==> src/rtl/adsr_pkg.sv <==
// Shared constants for the voice allocator: FSM encodings, voice count and ADSR presets.
// Preset words are packed {attack, decay, sustain, released}, 8 bits each.
package adsr_pkg;
  localparam int NUM_VOICES = 4;
  localparam int NOTE_W     = 7;
  localparam int ADSR_W     = 32;

  typedef enum logic [1:0] {
    S_IDLE  = 2'd0,
    S_KILL  = 2'd1,
    S_START = 2'd2
  } state_t;

  localparam logic [ADSR_W-1:0] PRESET_CALM  = 32'h0402_C002;
  localparam logic [ADSR_W-1:0] PRESET_HAPPY = 32'h4010_8040;
  localparam logic [ADSR_W-1:0] PRESET_SAD   = 32'h0201_6001;
  localparam logic [ADSR_W-1:0] PRESET_ANGRY = 32'hFF40_A040;

  function automatic logic [ADSR_W-1:0] preset_lookup(input logic [1:0] emotion);
    logic [ADSR_W-1:0] p;
    case (emotion)
      2'd0:    p = PRESET_CALM;
      2'd1:    p = PRESET_HAPPY;
      2'd2:    p = PRESET_SAD;
      default: p = PRESET_ANGRY;
    endcase
    return p;
  endfunction
endpackage

==> src/rtl/dffre.sv <==
// Generic register with synchronous active-high reset and load enable.
// One cycle latency from d_i to q_o; no flow control.
module dffre #(
  parameter int           W       = 1,
  parameter logic [W-1:0] RST_VAL = '0
) (
  input  logic         clk,
  input  logic         reset,
  input  logic         en_i,
  input  logic [W-1:0] d_i,
  output logic [W-1:0] q_o
);
  always_ff @(posedge clk) begin
    if (reset)     q_o <= RST_VAL;
    else if (en_i) q_o <= d_i;
  end
endmodule

==> src/rtl/lru_tracker.sv <==
// LRU ranking of voices (rank 0 = oldest); allocated voice moves to the top rank.
// Ranks update one cycle after alloc_i; oldest outputs are combinational from the ranks.
module lru_tracker #(
  parameter int N  = adsr_pkg::NUM_VOICES,
  parameter int IW = (N > 1) ? $clog2(N) : 1
) (
  input  logic          clk,
  input  logic          reset,
  input  logic          alloc_i,
  input  logic [IW-1:0] alloc_idx_i,
  input  logic [N-1:0]  releasing_i,
  output logic [IW-1:0] oldest_idx_o,
  output logic [IW-1:0] oldest_rel_idx_o
);
  function automatic logic [N*IW-1:0] init_ranks();
    logic [N*IW-1:0] r;
    r = '0;
    for (int v = 0; v < N; v++) r[v*IW +: IW] = IW'(v);
    return r;
  endfunction

  localparam logic [N*IW-1:0] RANK_RST = init_ranks();

  logic [N*IW-1:0] rank_q, rank_d;
  logic [IW-1:0]   alloc_rank;
  logic [IW-1:0]   best_rank;
  logic            rel_found;

  dffre #(.W(N*IW), .RST_VAL(RANK_RST)) u_rank (
    .clk(clk), .reset(reset), .en_i(1'b1), .d_i(rank_d), .q_o(rank_q)
  );

  always_comb begin
    alloc_rank = '0;
    for (int v = 0; v < N; v++)
      if (IW'(v) == alloc_idx_i) alloc_rank = rank_q[v*IW +: IW];
    rank_d = rank_q;
    if (alloc_i) begin
      for (int v = 0; v < N; v++) begin
        if (IW'(v) == alloc_idx_i)
          rank_d[v*IW +: IW] = IW'(N-1);
        else if (rank_q[v*IW +: IW] > alloc_rank)
          rank_d[v*IW +: IW] = rank_q[v*IW +: IW] - IW'(1);
      end
    end
  end

  // Minimum-rank search restricted to releasing voices.
  always_comb begin
    oldest_idx_o     = '0;
    oldest_rel_idx_o = '0;
    best_rank        = '1;
    rel_found        = 1'b0;
    for (int v = 0; v < N; v++) begin
      if (rank_q[v*IW +: IW] == '0) oldest_idx_o = IW'(v);
      if (releasing_i[v] && (!rel_found || rank_q[v*IW +: IW] < best_rank)) begin
        rel_found        = 1'b1;
        best_rank        = rank_q[v*IW +: IW];
        oldest_rel_idx_o = IW'(v);
      end
    end
  end
endmodule

==> src/rtl/voice_allocator.sv <==
// Polyphonic note-to-voice allocator driving adsr_envelope play/kill, note and preset.
// Free voice: 1 cycle, busy-free. Steal: kill at T+1, play at T+2; note_ready low meanwhile.
module voice_allocator #(
  parameter int NUM_VOICES = adsr_pkg::NUM_VOICES,
  parameter int NOTE_W     = adsr_pkg::NOTE_W
) (
  input  logic                         clk,
  input  logic                         reset,
  input  logic                         note_valid,
  input  logic                         note_on,
  input  logic [NOTE_W-1:0]            note_id,
  input  logic [1:0]                   emotion,
  output logic                         note_ready,
  input  logic [NUM_VOICES-1:0]        env_active,
  output logic [NUM_VOICES-1:0]        play_enable,
  output logic [NUM_VOICES-1:0]        voice_kill,
  output logic [NUM_VOICES*NOTE_W-1:0] voice_note,
  output logic [NUM_VOICES*32-1:0]     voice_adsr
);
  import adsr_pkg::*;

  localparam int IW = (NUM_VOICES > 1) ? $clog2(NUM_VOICES) : 1;

  logic [1:0]                   state_raw_q;
  state_t                       state_q, state_d;
  logic [NUM_VOICES-1:0]        play_q, play_d, kill_q, kill_d;
  logic [NUM_VOICES*NOTE_W-1:0] note_q, note_d;
  logic [NUM_VOICES*32-1:0]     adsr_q, adsr_d;
  logic [IW-1:0]                tgt_q, tgt_d;

  logic          accept, alloc, steal;
  logic          match_hit, free_hit;
  logic [IW-1:0] match_idx, free_idx, sel_idx, oldest_idx, oldest_rel_idx;

  dffre #(.W(2), .RST_VAL(2'(S_IDLE))) u_state (
    .clk(clk), .reset(reset), .en_i(1'b1), .d_i(2'(state_d)), .q_o(state_raw_q));
  dffre #(.W(NUM_VOICES)) u_play (
    .clk(clk), .reset(reset), .en_i(1'b1), .d_i(play_d), .q_o(play_q));
  dffre #(.W(NUM_VOICES)) u_kill (
    .clk(clk), .reset(reset), .en_i(1'b1), .d_i(kill_d), .q_o(kill_q));
  dffre #(.W(NUM_VOICES*NOTE_W)) u_note (
    .clk(clk), .reset(reset), .en_i(1'b1), .d_i(note_d), .q_o(note_q));
  dffre #(.W(NUM_VOICES*32)) u_adsr (
    .clk(clk), .reset(reset), .en_i(1'b1), .d_i(adsr_d), .q_o(adsr_q));
  dffre #(.W(IW)) u_tgt (
    .clk(clk), .reset(reset), .en_i(1'b1), .d_i(tgt_d), .q_o(tgt_q));

  lru_tracker #(.N(NUM_VOICES), .IW(IW)) u_lru (
    .clk(clk), .reset(reset), .alloc_i(alloc), .alloc_idx_i(sel_idx),
    .releasing_i(~play_q), .oldest_idx_o(oldest_idx), .oldest_rel_idx_o(oldest_rel_idx)
  );

  assign state_q     = state_t'(state_raw_q);
  assign note_ready  = (state_q == S_IDLE);
  assign accept      = note_valid && note_ready;
  assign play_enable = play_q;
  assign voice_kill  = kill_q;
  assign voice_note  = note_q;
  assign voice_adsr  = adsr_q;

  // Descending scans leave the lowest matching index in place.
  always_comb begin
    match_hit = 1'b0;
    match_idx = '0;
    free_hit  = 1'b0;
    free_idx  = '0;
    for (int v = NUM_VOICES-1; v >= 0; v--) begin
      if (play_q[v] && note_q[v*NOTE_W +: NOTE_W] == note_id) begin
        match_hit = 1'b1;
        match_idx = IW'(v);
      end
      if (!play_q[v] && !env_active[v]) begin
        free_hit = 1'b1;
        free_idx = IW'(v);
      end
    end
    steal = 1'b1;
    if (match_hit)       sel_idx = match_idx;
    else if (free_hit) begin
      sel_idx = free_idx;
      steal   = 1'b0;
    end
    else if (~play_q != '0) sel_idx = oldest_rel_idx;
    else                    sel_idx = oldest_idx;
  end

  always_comb begin
    state_d = state_q;
    play_d  = play_q;
    kill_d  = '0;
    note_d  = note_q;
    adsr_d  = adsr_q;
    tgt_d   = tgt_q;
    alloc   = 1'b0;
    case (state_q)
      S_IDLE: begin
        if (accept && note_on) begin
          alloc = 1'b1;
          tgt_d = sel_idx;
          note_d[sel_idx*NOTE_W +: NOTE_W] = note_id;
          adsr_d[sel_idx*32 +: 32]         = preset_lookup(emotion);
          if (steal) begin
            play_d[sel_idx] = 1'b0;
            kill_d[sel_idx] = 1'b1;
            state_d         = S_KILL;
          end else begin
            play_d[sel_idx] = 1'b1;
          end
        end else if (accept && match_hit) begin
          play_d[match_idx] = 1'b0;
        end
      end
      S_KILL: begin
        play_d[tgt_q] = 1'b1;
        state_d       = S_START;
      end
      S_START: state_d = S_IDLE;
      default: state_d = S_IDLE;
    endcase
  end
endmodule

==> config.mk <==
export PLATFORM = sky130hd
export DESIGN_NAME = voice_allocator
export DESIGN_NICKNAME = d
export VERILOG_FILES = /design/src/rtl/adsr_pkg.sv /design/src/rtl/dffre.sv /design/src/rtl/lru_tracker.sv /design/src/rtl/voice_allocator.sv
export SDC_FILE = /design/constraint.sdc
export NUM_CORES = 1
export LEC_CHECK = 0
export BUFFER_PORTS_ARGS = -buffer_cell sky130_fd_sc_hd__buf_2
export CAP_MARGIN = 20
export CORE_MARGIN = 5
export CORE_UTILIZATION = 45
export DETAILED_ROUTE_END_ITERATION = 8
export GPL_TIMING_DRIVEN = 0
export PLACE_DENSITY_LB_ADDON = 0.3
export REMOVE_ABC_BUFFERS = 1
export SLEW_MARGIN = 0
export SYNTH_ARGS = -nofsm -noshare
export SYNTH_HDL_FRONTEND = slang
export SYNTH_SLANG_ARGS = --single-unit
==> constraint.sdc <==
create_clock -name clk -period 4.7 [get_ports clk]
set_input_delay 0 -clock clk [delete_from_list [all_inputs] [get_ports clk]]
set_output_delay 0 -clock clk [all_outputs]
set_load 0.02 [all_outputs]
==> impl_metrics.tcl, run 1 <==
set metrics [dict create \
    ys_top_cells_by_count "buf_4, dfxtp_1, nand2_1" \
    grt_pass1_wl_um 19700 \
    drv_slew 0 \
    synth.most_common_cell "buf_4" \
    ant_nets 0 \
    cp-end-kind "flop" \
    layout.cells.non_filler 815 \
    crit_path_frequent_cell "a21oi_1" \
    synth_top_area_cell "dfxtp_1" \
    num_antenna_cells 0 \
    die_w_um 114 \
    synth_edf_count 0 \
    start_util_pct 45.6 \
    die_h_um 114 \
    synth-main-ff-cell "dfxtp_1" \
    antenna_found_initial 0 \
    skew_ns 0.0117 \
    setup_viol 0 \
    start_kind "flop" \
    grt_overflow 0 \
    synth.top_cell.area_share_pct 34.3 \
    syn_avg_cell_area_um2 8.47 \
    arrival_ns 4.73 \
    routabilityCongestion 0.871 \
    row_count 38 \
    slowest_delay_ns 0.40 \
    crit_buf_inv 1 \
    dr.pass1.iters 5 \
    core-area_mm2 0.0107 \
    cp_max_fo 11 \
    yosysSeqAreaShare_pct 34.3 \
    grt_start_max_net_pins 37 \
    fin_area_mm2 0.00560 \
    avgViaCountPerCell 5.21 \
    ys_types 54 \
    status "complete, no violations" \
    clkLatencyLatePin_ns 0.35 \
    place_inst 785 \
    clockBufferDepth 2 \
    worst_slew_pin_slew_ns 0.903 \
    ioPinCount 182 \
    synthTopCellsByArea "dfxtp_1, buf_4, ha_1" \
    synth_area_mm2 0.00490 \
    ys_warn_count 0 \
    p_leak_uw 0.00269 \
    grt_pass1_vias 3987 \
    setup_tns_ns 0 \
    setup.worst_path.class "flop to flop" \
    slew_headroom_pct 39.8 \
    nets 714 \
    syn2layout_area_growth_pct 14.2 \
    cts_made_buffers 9 \
    vdd.ir_drop.worst_uv 151 \
    wl_um 13200 \
    clock-sinks 84 \
    hold_ws_ns 0.0148 \
    cts_root_buf "clkbuf_8" \
    synthArstFlopShare_pct 0 \
    gr-usage-all-layers_pct 18.8 \
    critical_path_required_ns 4.91 \
    drc 0 \
    min_period_over_period_pct 96.2 \
    post-route-min-period_ns 4.52 \
    path_clk_slew_ns 0.09 \
    hold_viol 0 \
    hpwl_um 9550 \
    die_area_mm2 0.0131 \
    wire_per_inst_um 16.1 \
    cts_tree "done" \
    p_per_area_mw_per_mm2 348 \
    ctsHtreeMaxLevel 3 \
    critPathSlowestCell "dfxtp_4" \
    critPathTopFamily "compound AO/OA/AOI/OAI gates" \
    layout-drive-gt1-share_pct 27.6 \
    cap_violations 0 \
    synth-seq-cells 84 \
    hold_class "input port to flop" \
    io_buffers 125 \
    drt_iter0_drc 179 \
    timing.fmax_mhz 221 \
    dpl-instance-area_mm2 0.00516 \
    vias 4248 \
    netlist_instances 578 \
]
[cell families after synthesis]
logic type	Yosys count	synth area share, %
XOR/XNOR	31	5.54
AO/OA/AOI/OAI	144	20.5
flip-flops	84	34.3
adder cells (fa/ha/maj)	27	6.85
buffers and inverters	141	18.1
AND/OR/NAND/NOR	150	14.6
other	1	0.0766
[repair_timing]
item,CTS,global route
hold buffers,3,0
resized for setup,10,21
endpoints found under the hold margin,3,0
setup buffers,3,9
pin swaps,1,5
setup endpoints to repair,15,9
[tightest hold or removal path, cell delays in order]
cell     delay [ns]
buf_2          0.16
nand2_1        0.09
o21ai_1        0.07
[cell type report]
cell class / count / area (um2)
fillers: 1066 / 5150
multi-input cells: 408 / 2640
flip-flops and latches: 84 / 1690
repair buffers: 145 / 798
well taps: 140 / 175
clock buffers: 10 / 138
inverters: 23 / 86.3
clock inverters: 5 / 61.3
[per-stage QoR]
step / power [uW] / utilization, % / worst slack (ns)
2_1_floorplan: 1190 / - / -0.00911
3_3_place_gp: 1300 / 47.5 / -0.514
3_5_place_dp: 1330 / 48.0 / -0.602
4_1_cts: 1880 / 50.6 / 0.00210
5_1_grt: 2050 / 52.1 / -0.0539
6_report: 1950 / 52.1 / 0.176
[path summary, 6_finish.rpt]
path | cells after the start | slack (ns) | endpoint | from
worst min register to register | 2 | 0.47 | u_adsr.q_o[52]$_SDFFE_PP0P_ | u_adsr.q_o[52]$_SDFFE_PP0P_
worst max-delay path | 26 | 0.18 | u_lru.u_rank.q_o[3]$_SDFFE_PP0P_ | u_play.q_o[0]$_SDFFE_PP0P_
worst min-delay path | 3 | 0.01 | u_note.q_o[14]$_SDFFE_PP0P_ | note_id[0]
worst max register to register | 26 | 0.18 | u_lru.u_rank.q_o[3]$_SDFFE_PP0P_ | u_play.q_o[0]$_SDFFE_PP0P_
[registers in the layout, indices dropped and copies added (netlist names)]
| signal | flops |
|---|---|
| u_adsr.q_o | 36 |
| u_note.q_o | 28 |
| u_lru.u_rank.q_o | 8 |
| u_kill.q_o | 4 |
| u_play.q_o | 4 |
| u_state.q_o | 2 |
| u_tgt.q_o | 2 |
[power breakdown]
group	internal [uW]	total [uW]	switching [uW]
logic	250	631	381
registers	745	789	44.1
clock network	260	529	269
total	1260	1950	694
[layer usage]
layer | global-route usage [%] | share of wire (%)
met3 | 5.76 | 8.5
met4 | 6.65 | 1.7
met5 | 0 | 0
met2 | 30.6 | 48
met1 | 23.5 | 42
[layout by cell type, fill, tap and decap left out, types with 3 or more instances in the layout]
cell and instances:
dlygate4sd3_1 3, dfxtp_1 80, o22ai_1 3, nor2b_1 12, o21ai_1 10, inv_1 22
buf_2 125, nand2_1 65, ha_1 22, nor2_1 32, nor3_1 4, a31oi_1 7
nand4_1 5, o21a_1 3, xor2_1 18, xnor2_1 13, a211oi_1 4, conb_1 56
clkbuf_8 10, a21oi_1 26, a32o_1 7, o31ai_1 5, and4_1 3, a22o_1 25
buf_6 4, dfxtp_4 3, o21ai_0 25, o211ai_1 4, and2_1 8, buf_4 13
a21oi_2 3, nor4_1 3
Power figures use the tool's default switching activity.
==> inputs of run 2 (changes only) <==
--- a/config.mk
+++ b/config.mk
@@ -7,8 +7,10 @@
 export LEC_CHECK = 0
 export BUFFER_PORTS_ARGS = -buffer_cell sky130_fd_sc_hd__buf_2
 export CAP_MARGIN = 20
+export CELL_PAD_IN_SITES_DETAIL_PLACEMENT = 0
+export CELL_PAD_IN_SITES_GLOBAL_PLACEMENT = 2
 export CORE_MARGIN = 5
-export CORE_UTILIZATION = 45
+export CORE_UTILIZATION = 25
 export DETAILED_ROUTE_END_ITERATION = 8
 export GPL_TIMING_DRIVEN = 0
 export PLACE_DENSITY_LB_ADDON = 0.3
==> impl_metrics.tcl, run 2 (synthesized netlist as in run 1, its figures left out) <==
set metrics [dict create \
    grt_pass1_wl_um 23200 \
    dpl-instance-area_mm2 0.00529 \
    num_antenna_cells 0 \
    clockPowerShare_pct 32.9 \
    nets 714 \
    syn2layout_area_growth_pct 19.9 \
    p_sw_share_pct 34.4 \
    start_util_pct 25.3 \
    vias 4147 \
    holdPathStages 3 \
    post-route-min-period_ns 4.42 \
    clock-sinks 84 \
    largest_register_ffs 36 \
    grt_overflow 0 \
    intPower_uw 1430 \
    seq_power_share_pct 36.1 \
    wire_per_inst_um 16.3 \
    timing.fmax_mhz 226 \
    hpwl_um 11200 \
    cts_root_buf "clkbuf_16" \
    layout-drive-gt1-share_pct 28.6 \
    slew_headroom_pct 36.3 \
    worst_slew_pin_slew_ns 0.955 \
    final_common_cell "buf_2" \
    die_area_mm2 0.0225 \
    cts_made_buffers 9 \
    hold_class "input port to flop" \
    status "complete, no violations" \
    ant_nets 0 \
    routabilityCongestion 0.773 \
    io_buffers 125 \
    power_switching_uw 747 \
    grt_pass1_vias 4132 \
    drv_slew 0 \
    dr.pass1.iters 4 \
    cap_violations 0 \
    ctsHtreeMaxLevel 3 \
    start_kind "flop" \
    avgViaCountPerCell 4.41 \
    drt_iter0_drc 171 \
    power.total_uw 2170 \
    rsz0062_at_grt "no" \
    hold_ws_ns 0.00919 \
    skew_ns 0.0134 \
    cp_max_fo 8 \
    setup_viol 0 \
    largest_register "u_adsr.q_o" \
    hold_viol 0 \
    clkLatencyLatePin_ns 0.35 \
    clockBufferDepth 2 \
    vdd.ir_drop.worst_uv 188 \
    layout_common_cells "buf_2, dfxtp_1, nand2_1, conb_1, nor2_1" \
    p_leak_uw 0.00274 \
    place_inst 907 \
    antenna_found_initial 1 \
    fin_area_mm2 0.00588 \
    min_period_over_period_pct 94.1 \
    grt_start_max_net_pins 37 \
    reg2reg_depth 26 \
    fillers 2113 \
    gr-usage-all-layers_pct 13.4 \
    layout.cells.non_filler 940 \
    reg_top3 "u_adsr.q_o x36, u_note.q_o x28, u_lru.u_rank.q_o x8" \
    arrival_ns 4.67 \
    row_count 51 \
    drc 0 \
    p_per_area_mw_per_mm2 370 \
    cp-end-kind "flop" \
    core-area_mm2 0.0194 \
    path_clk_slew_ns 0.07 \
    die_h_um 150 \
    die_w_um 150 \
    cts_tree "done" \
    p_comb_share_pct 31.0 \
    setup.worst_path.class "flop to flop" \
    utilization_pct 30.3 \
    wl_um 15400 \
    ioPinCount 182 \
    critical_path_required_ns 4.94 \
]
-- run 2: changes by cell type in the layout (fill, tap and decap cells not counted), sizes merged --
cell / before / now
clkinvlp: 0 / 1
inv: 23 / 22
buf: 142 / 143
dlygate4sd3: 3 / 1
clkbuf: 10 / 11
-- run 2: worst max-delay path: stages (launching register included) --
cell and delay, ns:
dfxtp_4 0.38, and4bb_2 0.27, o31ai_4 0.26, a21oi_1 0.10, o21a_1 0.19, nor2_1 0.09, a21oi_1 0.05, ha_1 0.20
nor2_1 0.11, o211ai_1 0.16, a21oi_4 0.22, o31ai_4 0.07, nor2b_4 0.15, or2_4 0.28, ha_4 0.20, nand2_1 0.08
nor2_2 0.04, a211oi_2 0.22, a211oi_2 0.06, a21oi_2 0.19, ha_1 0.28, a21oi_1 0.13, a21oi_1 0.05, nand2_1 0.08
nand2b_4 0.14, nor2_1 0.04, a221oi_1 0.26
-- run 2: power by group through the flow --
stage	Clock, uW	Combinational (uW)	Sequential (uW)
3_3_place_gp	0	530	803
3_5_place_dp	0	540	804
2_1_floorplan	0	378	808
5_1_grt	770	744	790
6_report	716	673	786
4_1_cts	738	576	789
-- run 2: cell type report --
class                           count  area [um2]  share of cell area (%)
Clock buffer                       10         229                    3.90
Clock inverter                      5        63.8                    1.09
Inverter                           23        86.3                    1.47
Multi-Input combinational cell    408        2690                    45.8
Sequential cell                    84        1700                    28.9
Tap cell                          265         332                    5.64
Timing Repair Buffer              145         779                    13.3
-- run 2: metal layers --
metal / routed length, um / vias to the layer above / share of wire, % / track usage, %
li1: - / 2039 / - / -
met1: 6750 / 1941 / 44 / 16.7
met2: 7150 / 148 / 47 / 22.0
met3: 1260 / 17 / 8.2 / 4.97
met4: 202 / 2 / 1.3 / 3.11
met5: 8 / - / 0.052 / 0
-- run 2: path summary, 6_finish.rpt --
path / startpoint / endpoint / slack, ns
worst max-delay path: u_play.q_o[0]$_SDFFE_PP0P_ / u_lru.u_rank.q_o[1]$_SDFFE_PP0P_ / 0.28
worst min register to register: u_adsr.q_o[84]$_SDFFE_PP0P_ / u_adsr.q_o[84]$_SDFFE_PP0P_ / 0.46
worst min-delay path: note_id[2] / u_note.q_o[16]$_SDFFE_PP0P_ / 0.009
worst max register to register: u_play.q_o[0]$_SDFFE_PP0P_ / u_lru.u_rank.q_o[1]$_SDFFE_PP0P_ / 0.28
-- run 2: what timing repair did --
action | in CTS | in global routing
hold endpoints to repair | 0 | 1
hold buffers | 0 | 1
gates resized for setup | 15 | 24
pin swaps | 1 | 10
buffers inserted | 4 | 13
setup endpoints to repair | 34 | 14
-- run 2: metrics by stage --
stage,setup TNS [ns],setup slack [ns]
2_1_floorplan,-0.00911,-0.00911
3_3_place_gp,-12.48,-0.812
3_5_place_dp,-7.74,-0.821
4_1_cts,0,0.00807
5_1_grt,0,0.00885
6_report,0,0.277
==> inputs of run 3 (changes only) <==
--- a/config.mk
+++ b/config.mk
@@ -9,6 +9,7 @@
 export CAP_MARGIN = 20
 export CELL_PAD_IN_SITES_DETAIL_PLACEMENT = 0
 export CELL_PAD_IN_SITES_GLOBAL_PLACEMENT = 2
+export CORE_ASPECT_RATIO = 0.5
 export CORE_MARGIN = 5
 export CORE_UTILIZATION = 25
 export DETAILED_ROUTE_END_ITERATION = 8
==> impl_metrics.tcl, run 3 (synthesized netlist as in run 1, its figures left out) <==
set metrics [dict create \
    row_count 36 \
    timing.fmax_mhz 224 \
    worst_slew_pin_slew_ns 0.980 \
    vias 4151 \
    drc 0 \
    cap_violations 0 \
    dpl_worst_slack_ns -0.900 \
    post-route-min-period_ns 4.47 \
    io_buffers 125 \
    layout.cells.non_filler 943 \
    grt_overflow 0 \
    arrival_ns 4.67 \
    clockPowerShare_pct 32.5 \
    vdd.ir_drop.worst_uv 162 \
    fillers 2114 \
    wire_per_inst_um 16.1 \
    cp-end-kind "flop" \
    num_antenna_cells 0 \
    drt_iter0_drc 196 \
    layout_common_cells "buf_2, dfxtp_1, nand2_1, conb_1, nor2_1" \
    clockBufferDepth 2 \
    die_h_um 109 \
    slew_headroom_pct 34.6 \
    start_kind "flop" \
    cts_root_buf "clkbuf_16" \
    rsz0062_at_grt "yes" \
    clkLatencyLatePin_ns 0.36 \
    antenna_found_initial 0 \
    dr.pass1.iters 4 \
    nets 715 \
    ant_nets 0 \
    setup.worst_path.class "flop to flop" \
    hpwl_um 11000 \
    hold_viol 0 \
    p_comb_share_pct 31.5 \
    reg_top3 "u_adsr.q_o x36, u_note.q_o x28, u_lru.u_rank.q_o x8" \
    die_area_mm2 0.0227 \
    clock-sinks 84 \
    cp_max_fo 6 \
    dpl-instance-area_mm2 0.00529 \
    hold_class "input port to flop" \
    setup_viol 0 \
    grt_pass1_wl_um 22500 \
    p_sw_share_pct 36.1 \
    power.total_uw 2190 \
    grt_start_max_net_pins 37 \
    layout-drive-gt1-share_pct 31.2 \
    gr-usage-all-layers_pct 12.7 \
    fin_area_mm2 0.00590 \
    cts_made_buffers 9 \
    avgViaCountPerCell 4.40 \
    power_switching_uw 793 \
    ctsHtreeMaxLevel 3 \
    critical_path_required_ns 4.89 \
    drv_slew 0 \
    p_leak_uw 0.00274 \
    p_per_area_mw_per_mm2 372 \
    largest_register_ffs 36 \
    syn2layout_area_growth_pct 20.5 \
    intPower_uw 1400 \
    routabilityCongestion 0.780 \
    start_util_pct 25.3 \
    place_inst 907 \
    path_clk_slew_ns 0.07 \
    wl_um 15200 \
    min_period_over_period_pct 95.2 \
    skew_ns 0.0188 \
    fin_ws_ns 0.227 \
    largest_register "u_adsr.q_o" \
    final_common_cell "buf_2" \
    cts_tree "done" \
    seq_power_share_pct 36.1 \
    core-area_mm2 0.0194 \
    die_w_um 208 \
    grt_pass1_vias 3916 \
    hold_ws_ns 0.0162 \
    status "complete, no violations" \
    ioPinCount 182 \
]
[run 3: changes by cell type in the layout (fill, tap and decap cells not counted), sizes merged]
| cell | change |
|---|---|
| inv | +4 |
| buf | +2 |
| bufinv | -1 |
| clkbuf | -1 |
| clkinv | -1 |
| dlygate4sd3 | -1 |
[run 3: worst paths after layout]
path                                    startpoint                               end  slack [ns]  cells past startpoint
hold reg to reg        u_adsr.q_o[84]$_SDFFE_PP0P_       u_adsr.q_o[84]$_SDFFE_PP0P_        0.46                      2
hold / removal                          note_id[4]       u_note.q_o[18]$_SDFFE_PP0P_        0.02                      3
setup / recovery  u_lru.u_rank.q_o[1]$_SDFFE_PP0P_  u_lru.u_rank.q_o[3]$_SDFFE_PP0P_        0.23                     25
setup reg to reg  u_lru.u_rank.q_o[1]$_SDFFE_PP0P_  u_lru.u_rank.q_o[3]$_SDFFE_PP0P_        0.23                     25
[run 3: through the flow]
step / util, % / TNS, ns
floorplan: - / -0.00911
global placement: 27.2 / -15.90
detailed placement: 27.3 / -7.74
CTS: 29.2 / 0
global route: 30.5 / -0.0585
finish: 30.5 / 0
[run 3: critical path: stages (launching register included)]
cell and delay (ns):
dfxtp_4 0.38, and4bb_1 0.25, o31ai_2 0.28, a21oi_1 0.10, o21a_1 0.21, nor2_1 0.13
a21oi_2 0.04, ha_2 0.31, or2_4 0.13, a21oi_2 0.05, o31ai_2 0.31, nor2b_4 0.21
or2_4 0.16, ha_4 0.18, nand2_2 0.05, nor2_2 0.11, a21oi_2 0.04, nor2_2 0.13
a21oi_2 0.05, o21ai_2 0.26, buf_4 0.16, ha_1 0.21, a21oi_1 0.14, nand2_1 0.11
a21oi_1 0.21, a21oi_1 0.08
[run 3: layout make-up]
class | count | area [um2] | area share (%)
Inverter | 23 | 86.3 | 1.46
Timing Repair Buffer | 146 | 782 | 13.2
Sequential cell | 84 | 1700 | 28.8
Multi-Input combinational cell | 408 | 2710 | 45.9
Clock buffer | 9 | 225 | 3.82
Tap cell | 266 | 333 | 5.64
Clock inverter | 7 | 68.8 | 1.17
[run 3: power groups by stage]
| stage | Clock, uW | Sequential [uW] | Combinational (uW) |
|---|---|---|---|
| detailed placement | 0 | 806 | 539 |
| global placement | 0 | 805 | 534 |
| CTS | 736 | 789 | 571 |
| finish | 712 | 791 | 690 |
| floorplan | 0 | 808 | 378 |
| global route | 762 | 797 | 763 |
[run 3: routing by layer]
layer | wire, um | vias to the layer above | track usage (%)
met5 | 0 | - | 0
met1 | 7110 | 1986 | 16.3
met4 | 229 | 0 | 3.84
met2 | 7210 | 100 | 21.7
li1 | - | 2052 | -
met3 | 638 | 13 | 2.73
[run 3: repair_timing]
| item | CTS | global route |
|---|---|---|
| resized for setup | 13 | 37 |
| buffers inserted | 4 | 16 |
| hold buffers | 0 | 0 |
| pin swaps | 1 | 24 |
| setup endpoints to repair | 36 | 9 |
